File: src/rtl/fan_pkg.sv
// Shared definitions for the fan speed link: level type, bus patterns,
// temperature band lower bounds and the receive-side FSM states.
package fan_pkg;

   typedef logic [1:0] fan_lvl_t;

   localparam logic [7:0] FAN_PAT_L0 = 8'b0000_0000;
   localparam logic [7:0] FAN_PAT_L1 = 8'b0000_1111;
   localparam logic [7:0] FAN_PAT_L2 = 8'b0011_0011;
   localparam logic [7:0] FAN_PAT_L3 = 8'b1100_0011;

   localparam logic [3:0] FAN_BAND_L0 = 4'd0;
   localparam logic [3:0] FAN_BAND_L1 = 4'd3;
   localparam logic [3:0] FAN_BAND_L2 = 4'd8;
   localparam logic [3:0] FAN_BAND_L3 = 4'd12;

   typedef enum logic [1:0] {
      ST_IDLE        = 2'd0,
      ST_SETTLE      = 2'd1,
      ST_LOCKED      = 2'd2,
      ST_LOCK_SETTLE = 2'd3
   } fan_state_t;

endpackage

File: src/rtl/fan_pat_decode.sv
// Combinational lookup of a fan speed pattern into level, band lower bound
// and a legality flag; unknown patterns decode to level 0 with legal low.
module fan_pat_decode
   import fan_pkg::*;
(
   input  logic [7:0] vel_in,
   output logic [1:0] lvl,
   output logic [3:0] band,
   output logic       legal
);

   // pattern table lookup
   always_comb begin
      lvl   = 2'd0;
      band  = FAN_BAND_L0;
      legal = 1'b0;
      case (vel_in)
         FAN_PAT_L0: begin lvl = 2'd0; band = FAN_BAND_L0; legal = 1'b1; end
         FAN_PAT_L1: begin lvl = 2'd1; band = FAN_BAND_L1; legal = 1'b1; end
         FAN_PAT_L2: begin lvl = 2'd2; band = FAN_BAND_L2; legal = 1'b1; end
         FAN_PAT_L3: begin lvl = 2'd3; band = FAN_BAND_L3; legal = 1'b1; end
         default:    begin lvl = 2'd0; band = FAN_BAND_L0; legal = 1'b0; end
      endcase
   end

endmodule

File: src/rtl/fan_speed_decoder.sv
// Debouncing fan speed pattern decoder with change/peak statistics.
// Define FAN_DWELL_EN to build the dwell-time counter; otherwise dwell_cnt is 0.
module fan_speed_decoder
   import fan_pkg::*;
#(
   parameter int STABLE_CYCLES = 3,
   parameter int CNT_W         = 8
)(
   input  logic             clk,
   input  logic             rst,
   input  logic [7:0]       vel_in,
   input  logic             vel_valid,
   output logic [1:0]       level,
   output logic [3:0]       band_min,
   output logic             level_valid,
   output logic             code_err,
   output logic [CNT_W-1:0] change_cnt,
   output logic [1:0]       max_level,
   output logic [15:0]      dwell_cnt
);

   localparam logic [3:0] STABLE_C = 4'(STABLE_CYCLES);

   fan_state_t       r_state;
   fan_state_t       w_state_nxt;
   fan_lvl_t         r_cand;
   fan_lvl_t         w_cand_nxt;
   logic [3:0]       r_cnt;
   logic [3:0]       w_cnt_nxt;
   logic [3:0]       w_run;
   logic             w_accept;
   logic             w_locked;
   fan_lvl_t         w_lvl;
   logic [3:0]       w_band;
   logic             w_legal;
   fan_lvl_t         r_level;
   logic [3:0]       r_band;
   logic             r_level_valid;
   logic             r_code_err;
   logic [CNT_W-1:0] r_change_cnt;
   fan_lvl_t         r_max_level;

   fan_pat_decode u_dec (
      .vel_in (vel_in),
      .lvl    (w_lvl),
      .band   (w_band),
      .legal  (w_legal)
   );

   assign w_locked = (r_state == ST_LOCKED) || (r_state == ST_LOCK_SETTLE);

   // candidate qualification and next-state selection
   always_comb begin
      w_state_nxt = r_state;
      w_cand_nxt  = r_cand;
      w_cnt_nxt   = r_cnt;
      w_run       = 4'd0;
      w_accept    = 1'b0;
      if (vel_valid) begin
         if (!w_legal) begin
            w_cand_nxt  = 2'd0;
            w_cnt_nxt   = 4'd0;
            w_state_nxt = w_locked ? ST_LOCKED : ST_IDLE;
         end else if (w_locked && (w_lvl == r_level)) begin
            w_cand_nxt  = 2'd0;
            w_cnt_nxt   = 4'd0;
            w_state_nxt = ST_LOCKED;
         end else begin
            // a count of zero means no candidate is pending
            if ((r_cnt != 4'd0) && (w_lvl == r_cand)) begin
               w_run = r_cnt + 4'd1;
            end else begin
               w_run = 4'd1;
            end
            if (w_run == STABLE_C) begin
               w_accept    = 1'b1;
               w_cand_nxt  = 2'd0;
               w_cnt_nxt   = 4'd0;
               w_state_nxt = ST_LOCKED;
            end else begin
               w_cand_nxt  = w_lvl;
               w_cnt_nxt   = w_run;
               w_state_nxt = w_locked ? ST_LOCK_SETTLE : ST_SETTLE;
            end
         end
      end else begin
         w_state_nxt = r_state;
      end
   end

   // state, candidate and accepted-level registers
   always_ff @(posedge clk) begin
      if (rst) begin
         r_state       <= ST_IDLE;
         r_cand        <= 2'd0;
         r_cnt         <= 4'd0;
         r_level       <= 2'd0;
         r_band        <= 4'd0;
         r_level_valid <= 1'b0;
         r_code_err    <= 1'b0;
         r_change_cnt  <= '0;
         r_max_level   <= 2'd0;
      end else begin
         r_state    <= w_state_nxt;
         r_cand     <= w_cand_nxt;
         r_cnt      <= w_cnt_nxt;
         r_code_err <= vel_valid & ~w_legal;
         if (w_accept) begin
            r_level       <= w_lvl;
            r_band        <= w_band;
            r_level_valid <= 1'b1;
            if (w_lvl > r_max_level) begin
               r_max_level <= w_lvl;
            end
            if (r_level_valid && (w_lvl != r_level) && (r_change_cnt != {CNT_W{1'b1}})) begin
               r_change_cnt <= r_change_cnt + {{(CNT_W-1){1'b0}}, 1'b1};
            end
         end
      end
   end

`ifdef FAN_DWELL_EN
   logic [15:0] r_dwell;

   // cycles since last acceptance, saturating
   always_ff @(posedge clk) begin
      if (rst) begin
         r_dwell <= 16'd0;
      end else if (w_accept || !r_level_valid) begin
         r_dwell <= 16'd0;
      end else if (r_dwell != 16'hFFFF) begin
         r_dwell <= r_dwell + 16'd1;
      end
   end

   assign dwell_cnt = r_dwell;
`else
   assign dwell_cnt = 16'd0;
`endif

   assign level       = r_level;
   assign band_min    = r_band;
   assign level_valid = r_level_valid;
   assign code_err    = r_code_err;
   assign change_cnt  = r_change_cnt;
   assign max_level   = r_max_level;

endmodule

File: config.mk
export PLATFORM = sky130hd
export DESIGN_NAME = fan_speed_decoder
export DESIGN_NICKNAME = d
export VERILOG_FILES = /design/src/rtl/fan_pkg.sv /design/src/rtl/fan_pat_decode.sv /design/src/rtl/fan_speed_decoder.sv
export SDC_FILE = /design/constraint.sdc
export NUM_CORES = 1
export LEC_CHECK = 0
export CORE_MARGIN = 2
export CORE_UTILIZATION = 45
export DETAILED_ROUTE_END_ITERATION = 16
export GPL_TIMING_DRIVEN = 1
export PLACE_DENSITY = 0.84
export SLEW_MARGIN = 20
export SYNTH_ARGS = -nofsm -noshare
export SYNTH_HDL_FRONTEND = slang
export SYNTH_SLANG_ARGS = --single-unit
export TNS_END_PERCENT = 5
File: constraint.sdc
create_clock -name clk -period 8.69 [get_ports clk]
set_input_delay 2.607 -clock clk [delete_from_list [all_inputs] [get_ports clk]]
set_output_delay 2.607 -clock clk [all_outputs]
set_load 0.02 [all_outputs]
After elaboration in Yosys (flattened, before gate mapping)
Index checks and enable logic that the tools add are counted.

$add $sub $neg: 2. Eq/ne operators: 10. Reduce and logical (&&, ||, !) cells: 10. Bitwise logic cells: 2. Order comparisons: 1. Multiplexer cells: 22.

Operator list (count): 2-to-1 mux 4 bit (7); 2-to-1 mux 2 bit (8); one-hot mux 4 bit (3 select lines) (1); adder 8 x 1 -> 8 bit (second input constant) (1); equality test 8 x 4 -> 1 bit (second input constant) (1); equality test 8 x 6 -> 1 bit (second input constant) (1); equality test 8 bit (second input constant) (1); zero test 8 bit (1); != test 8 bit (second input constant) (1); one-hot mux 2 bit (3 select lines) (1); 2-to-1 mux 1 bit (5); adder 4 x 1 -> 4 bit (second input constant) (1); equality test 2 bit (2); equality test 2 bit (second input constant) (2); equality test 4 x 2 -> 1 bit (second input constant) (1); logical AND 1 bit (4); AND reduction 2 bit (2); nonzero test 4 bit (1); OR reduction 4 bit (1); greater-than comparator 2 bit (1); != test 2 bit (1); bitwise AND 1 bit (1); logical OR 1 bit (1); NOT 1 bit (1).

Register bits after elaboration: 26.

Depth between registers and ports, before layout
Depth in word-level cells: 14. Mapped depth: 9.

Cells and area by module
From an unflattened synthesis, not the netlist that was laid out.

Cells, all modules: 175. Area total of the unflattened synthesis: 1561.5 µm².

By module, submodules not included: fan_speed_decoder (area each 1446.4 µm², sequential area each 500.5 µm², times used 1, cells each 157); fan_pat_decode (area each 115.1 µm², sequential area each 0.0 µm², times used 1, cells each 18).

Worst setup path after synthesis
Ideal clock, no wire load.

Path kind: in2reg. From: input vel_in[6]. To: register r_change_cnt[5] (netlist: change_cnt[5]). Data arrival time: 4.394 ns. Setup slack: 4.175 ns. Stages on the path: 8. Data required time: 8.569 ns. Path buffers: 1. Setup time: 0.121 ns. Cell sequence: and4bb_1 -> o2111ai_4 -> clkinv_4 -> xnor2_2 -> a211o_1 -> buf_6 -> nor4_1 -> mux2_2.

Cells in the longest elaborated chain, start to end: 14.

RTL lines: from (decl) (line fan_speed_decoder.sv:11) `input logic [7:0] vel_in,`; equality test 8 bit, or another cell as far along (line fan_pat_decode.sv:17) `case (vel_in)`; one-hot mux 2 bit (3 select lines) (line fan_pat_decode.sv:17); equality test 2 bit (line fan_speed_decoder.sv:70) `if ((r_cnt != 4'd0) && (w_lvl == r_cand)) begin`; logical AND 1 bit (line fan_speed_decoder.sv:70); 2-to-1 mux 4 bit (line fan_speed_decoder.sv:70); 2-to-1 mux 4 bit (line fan_speed_decoder.sv:64) `end else if (w_locked && (w_lvl == r_level)) begin`; 2-to-1 mux 4 bit (line fan_speed_decoder.sv:60) `if (!w_legal) begin`; 2-to-1 mux 4 bit (line fan_speed_decoder.sv:59) `if (vel_valid) begin`; equality test 4 x 2 -> 1 bit (line fan_speed_decoder.sv:75) `if (w_run == STABLE_C) begin`; 2-to-1 mux 1 bit (line fan_speed_decoder.sv:75); 2-to-1 mux 1 bit (line fan_speed_decoder.sv:64); 2-to-1 mux 1 bit (line fan_speed_decoder.sv:60); 2-to-1 mux 1 bit (line fan_speed_decoder.sv:59); AND reduction 2 bit (no source line) *; to (signal assigned) (line fan_speed_decoder.sv:116) `r_change_cnt <= r_change_cnt + {{(CNT_W-1){1'b0}}, 1'b1};`; to (decl) (line fan_speed_decoder.sv:40) `logic [CNT_W-1:0] r_change_cnt;`.

Every way passes the cells marked *; elsewhere a longest branch is shown, timed or not. The select of a mux whose other input is x is not followed. A chain may end at the register's enable or synchronous reset.

Worst setup path in the final report
From: input vel_in[1]. To: register r_change_cnt[7] (netlist: change_cnt[7]).

The elaborated chain is that of the path after synthesis.

==> flow_summary.toml <==
[clock_tree]
numCtsBuffers = 3
cts_tree = "built"
ctsHtreeMaxLevel = 1
cts_setup_buffers = 0
hold_buffers = 0
cts_max_path_buffers = 2
clkTransAtPathRegs_ns = 0.13
clk_latency_ns = 0.31
ctsResizeCount = 0
clockRootBuffer = "clkbuf_4"
cts_sinks = 23

[synth]
synth_area_leader_cell = "dfxtp_1"
synth_area_per_cell_um2 = 8.766
synth_edf_count = 0
synth.distinct_cells = 48
synthFlopType = "dfxtp_1"
syn_area_um2 = 1534
synth_area_leaders = "dfxtp_1 (30%), buf_4 (8.8%), ha_1 (4.1%), a21oi_1 (3.9%), nand3_1 (3.6%)"
ys_ff_latch = 23
yosysTopAreaCellShare_pct = 30.02
yosys_warnings = 0
seq_area_frac_synth_pct = 30.02
async_reset_ff_share_pct = 0
netlist_instances = 175

[sta]
max_freq_mhz = 204.6
period_share_pct = 56.24
min_period_ns = 4.887
timing.final.ws_setup_ns = 3.803
worst_pin_slew_ns = 0.7570
maxSlewViolCount = 0
slew-limit-headroom_pct = 49.29
clock_skew_ns = 0.003059
setup_violations = 0
hold_violations = 0
tns_ns = 0
rsz0062_at_grt = "no"

[global_routing]
antenna_found_initial = 0
grt.overflow.total = 0
grt_use_met2_pct = 26.09
grt_use_met1_pct = 21.21
grt_pass1_wl_mm = 5.223
top_usage_layer = "met2"
first_global_vias = 1190
grt_use_total_pct = 15.95
grt_start_max_net_pins = 22
use_met3_pct = 4.685

[critical_path]
crit_type = "in -> reg"
endpoint_kind = "register"
crit_buf_inv = 1
crit_path_start_kind = "input pin"
cp_cell_sequence = "clkdlybuf4s50_1 > and4bb_2 > o21ai_2 > a2111oi_4 > nand2_1 > nor4_1 > mux2_2"
crit_path_max_incr_delay_ns = 0.56
cp.arrival_ns = 5.11
critPathSlowestCell = "clkdlybuf4s50_1"
ff2ff_setup_slack_ns = 6.24
critPathTopFamily = "simple AND/OR/NAND/NOR gates"
required_ns = 8.91
worstPathMaxFanout = 15

[floorplanning]
dieHeight_um = 62.39
coreArea_um2 = 3311
die_area_um2 = 3892
start_util_pct = 46.33
rows = 21
num_io_pins = 45
die_x_um = 62.39

[layout]
drive_above_1_share_pct = 11.06
nets = 216
multiInputGateArea_um2 = 925.9
area_growth_pct = 16.97
mostFrequentLayoutCell = "clkdlybuf4s50_1"
insertedDiodeCount = 0
fillCellCount = 326
seq_area_um2 = 460.4
mostFrequentLayoutCells = "clkdlybuf4s50_1 (28), dfxtp_1 (23), conb_1 (16), a21oi_1 (12), nand3_1 (11)"

[pwr]
pwr-share-seq_pct = 59.9
leakage_nw = 0.6223
clkPwrFrac_pct = 28.7
p_switching_mw = 0.04702
p_int_mw = 0.1299
combPwrFrac_pct = 11.5
p_sw_share_pct = 26.58
cellPowerDensity_nw_per_um2 = 98.58
peakVddDrop_uv = 122.8

[route]
ant_nets = 0
wl_per_cell_um = 12.50
drt_iter0_drc = 27
drt-total-wl_mm = 3.062
drcViolationCount = 0
viasPerCell = 5.449
num_vias = 1335
dr.pass1.iters = 4

[run]
max_cap_viol_count = 0

[place]
routabilityCongestion = 0.8450
dp_hpwl_mm = 2.313
preCtsSetupSlack_ns = 3.431
io_buffer_count = 28

[min_path]
min_path_type = "reg -> reg"

[outcome]
status = "finished, final reports clean"
==> final cells by class <==
class	count	share of cell area, %
repair buffers	28	15.62
flip-flops and latches	23	25.66
clock buffers	3	1.255
clock inverters	1	0.2789
inverters	10	2.371
multi-input cells	134	51.60
well taps	46	3.208
==> worst paths after layout <==
check | startpoint | cells after the start | endpoint
worst max-delay path | vel_in[1] | 7 | change_cnt[7]
worst min-delay path | max_level[0] | 2 | max_level[0]
worst max register to register | r_cnt[0] | 7 | change_cnt[7]
worst min register to register | max_level[0] | 2 | max_level[0]
==> kinds of logic (layout without fill, tap and decap cells) <==
kind of cell	after synthesis	count (layout)	synth area share (%)
AND/OR/NAND/NOR	61	61	23.90
adder cells (fa/ha/maj)	5	5	4.078
buffers and inverters	33	42	13.29
multiplexers	5	5	3.507
other	1	16	0.2445
AO/OA/AOI/OAI	42	42	21.13
flip-flops	23	23	30.02
XOR/XNOR	5	5	3.834
==> tightest hold or removal path: stages (launching register included) <==
cell,delay [ns]
dfxtp_1,0.35
o21ai_0,0.07
a21oi_1,0.06
==> power by group through the flow <==
stage / Combinational, mW / Clock [mW] / Sequential [mW]
finish: 0.0203 / 0.0507 / 0.106
global route: 0.0219 / 0.0577 / 0.106
detailed placement: 0.0201 / 0 / 0.108
floorplan: 0.0173 / 0 / 0.109
global placement: 0.0201 / 0 / 0.108
CTS: 0.0202 / 0.0524 / 0.106
==> state kept, by name (all words and copies together) (netlist names) <==
signal,flops
change_cnt,8
r_cnt,4
band_min,2
level,2
max_level,2
r_cand,2
code_err,1
level_valid,1
r_state,1
==> per-layer routing <==
metal	vias to the layer above	share of wire, %	wire [µm]
met5	-	0	0
met4	0	0.26	8
met3	2	6.4	197
met2	41	47	1454
met1	629	46	1401
li1	663	-	-
==> synth_stat cells (all sizes together) (4+ instances only) <==
master   n
inv      9
a31oi    4
ha       5
xnor2    4
o21ai    8
nor2    10
clkbuf   4
a21oi   12
nand3   11
and4bb   5
buf     19
dfxtp   23
nand4    4
nor2b    4
nor4     4
nand2    8
==> per-stage QoR <==
step	total power [mW]	hold WS, ns	utilization (%)	std cells	area, µm²
after floorplan	0.1258	0.4803	-	190	1590
after global placement	0.1283	0.4751	53.36	241	1767
after detailed placement	0.1283	0.4764	53.36	241	1767
after CTS	0.1785	0.5087	54.20	245	1794
after global routing	0.1856	0.5236	54.20	245	1794
final	0.1769	0.5066	54.20	245	1794
No activity file was read; power rests on OpenSTA's default activity.
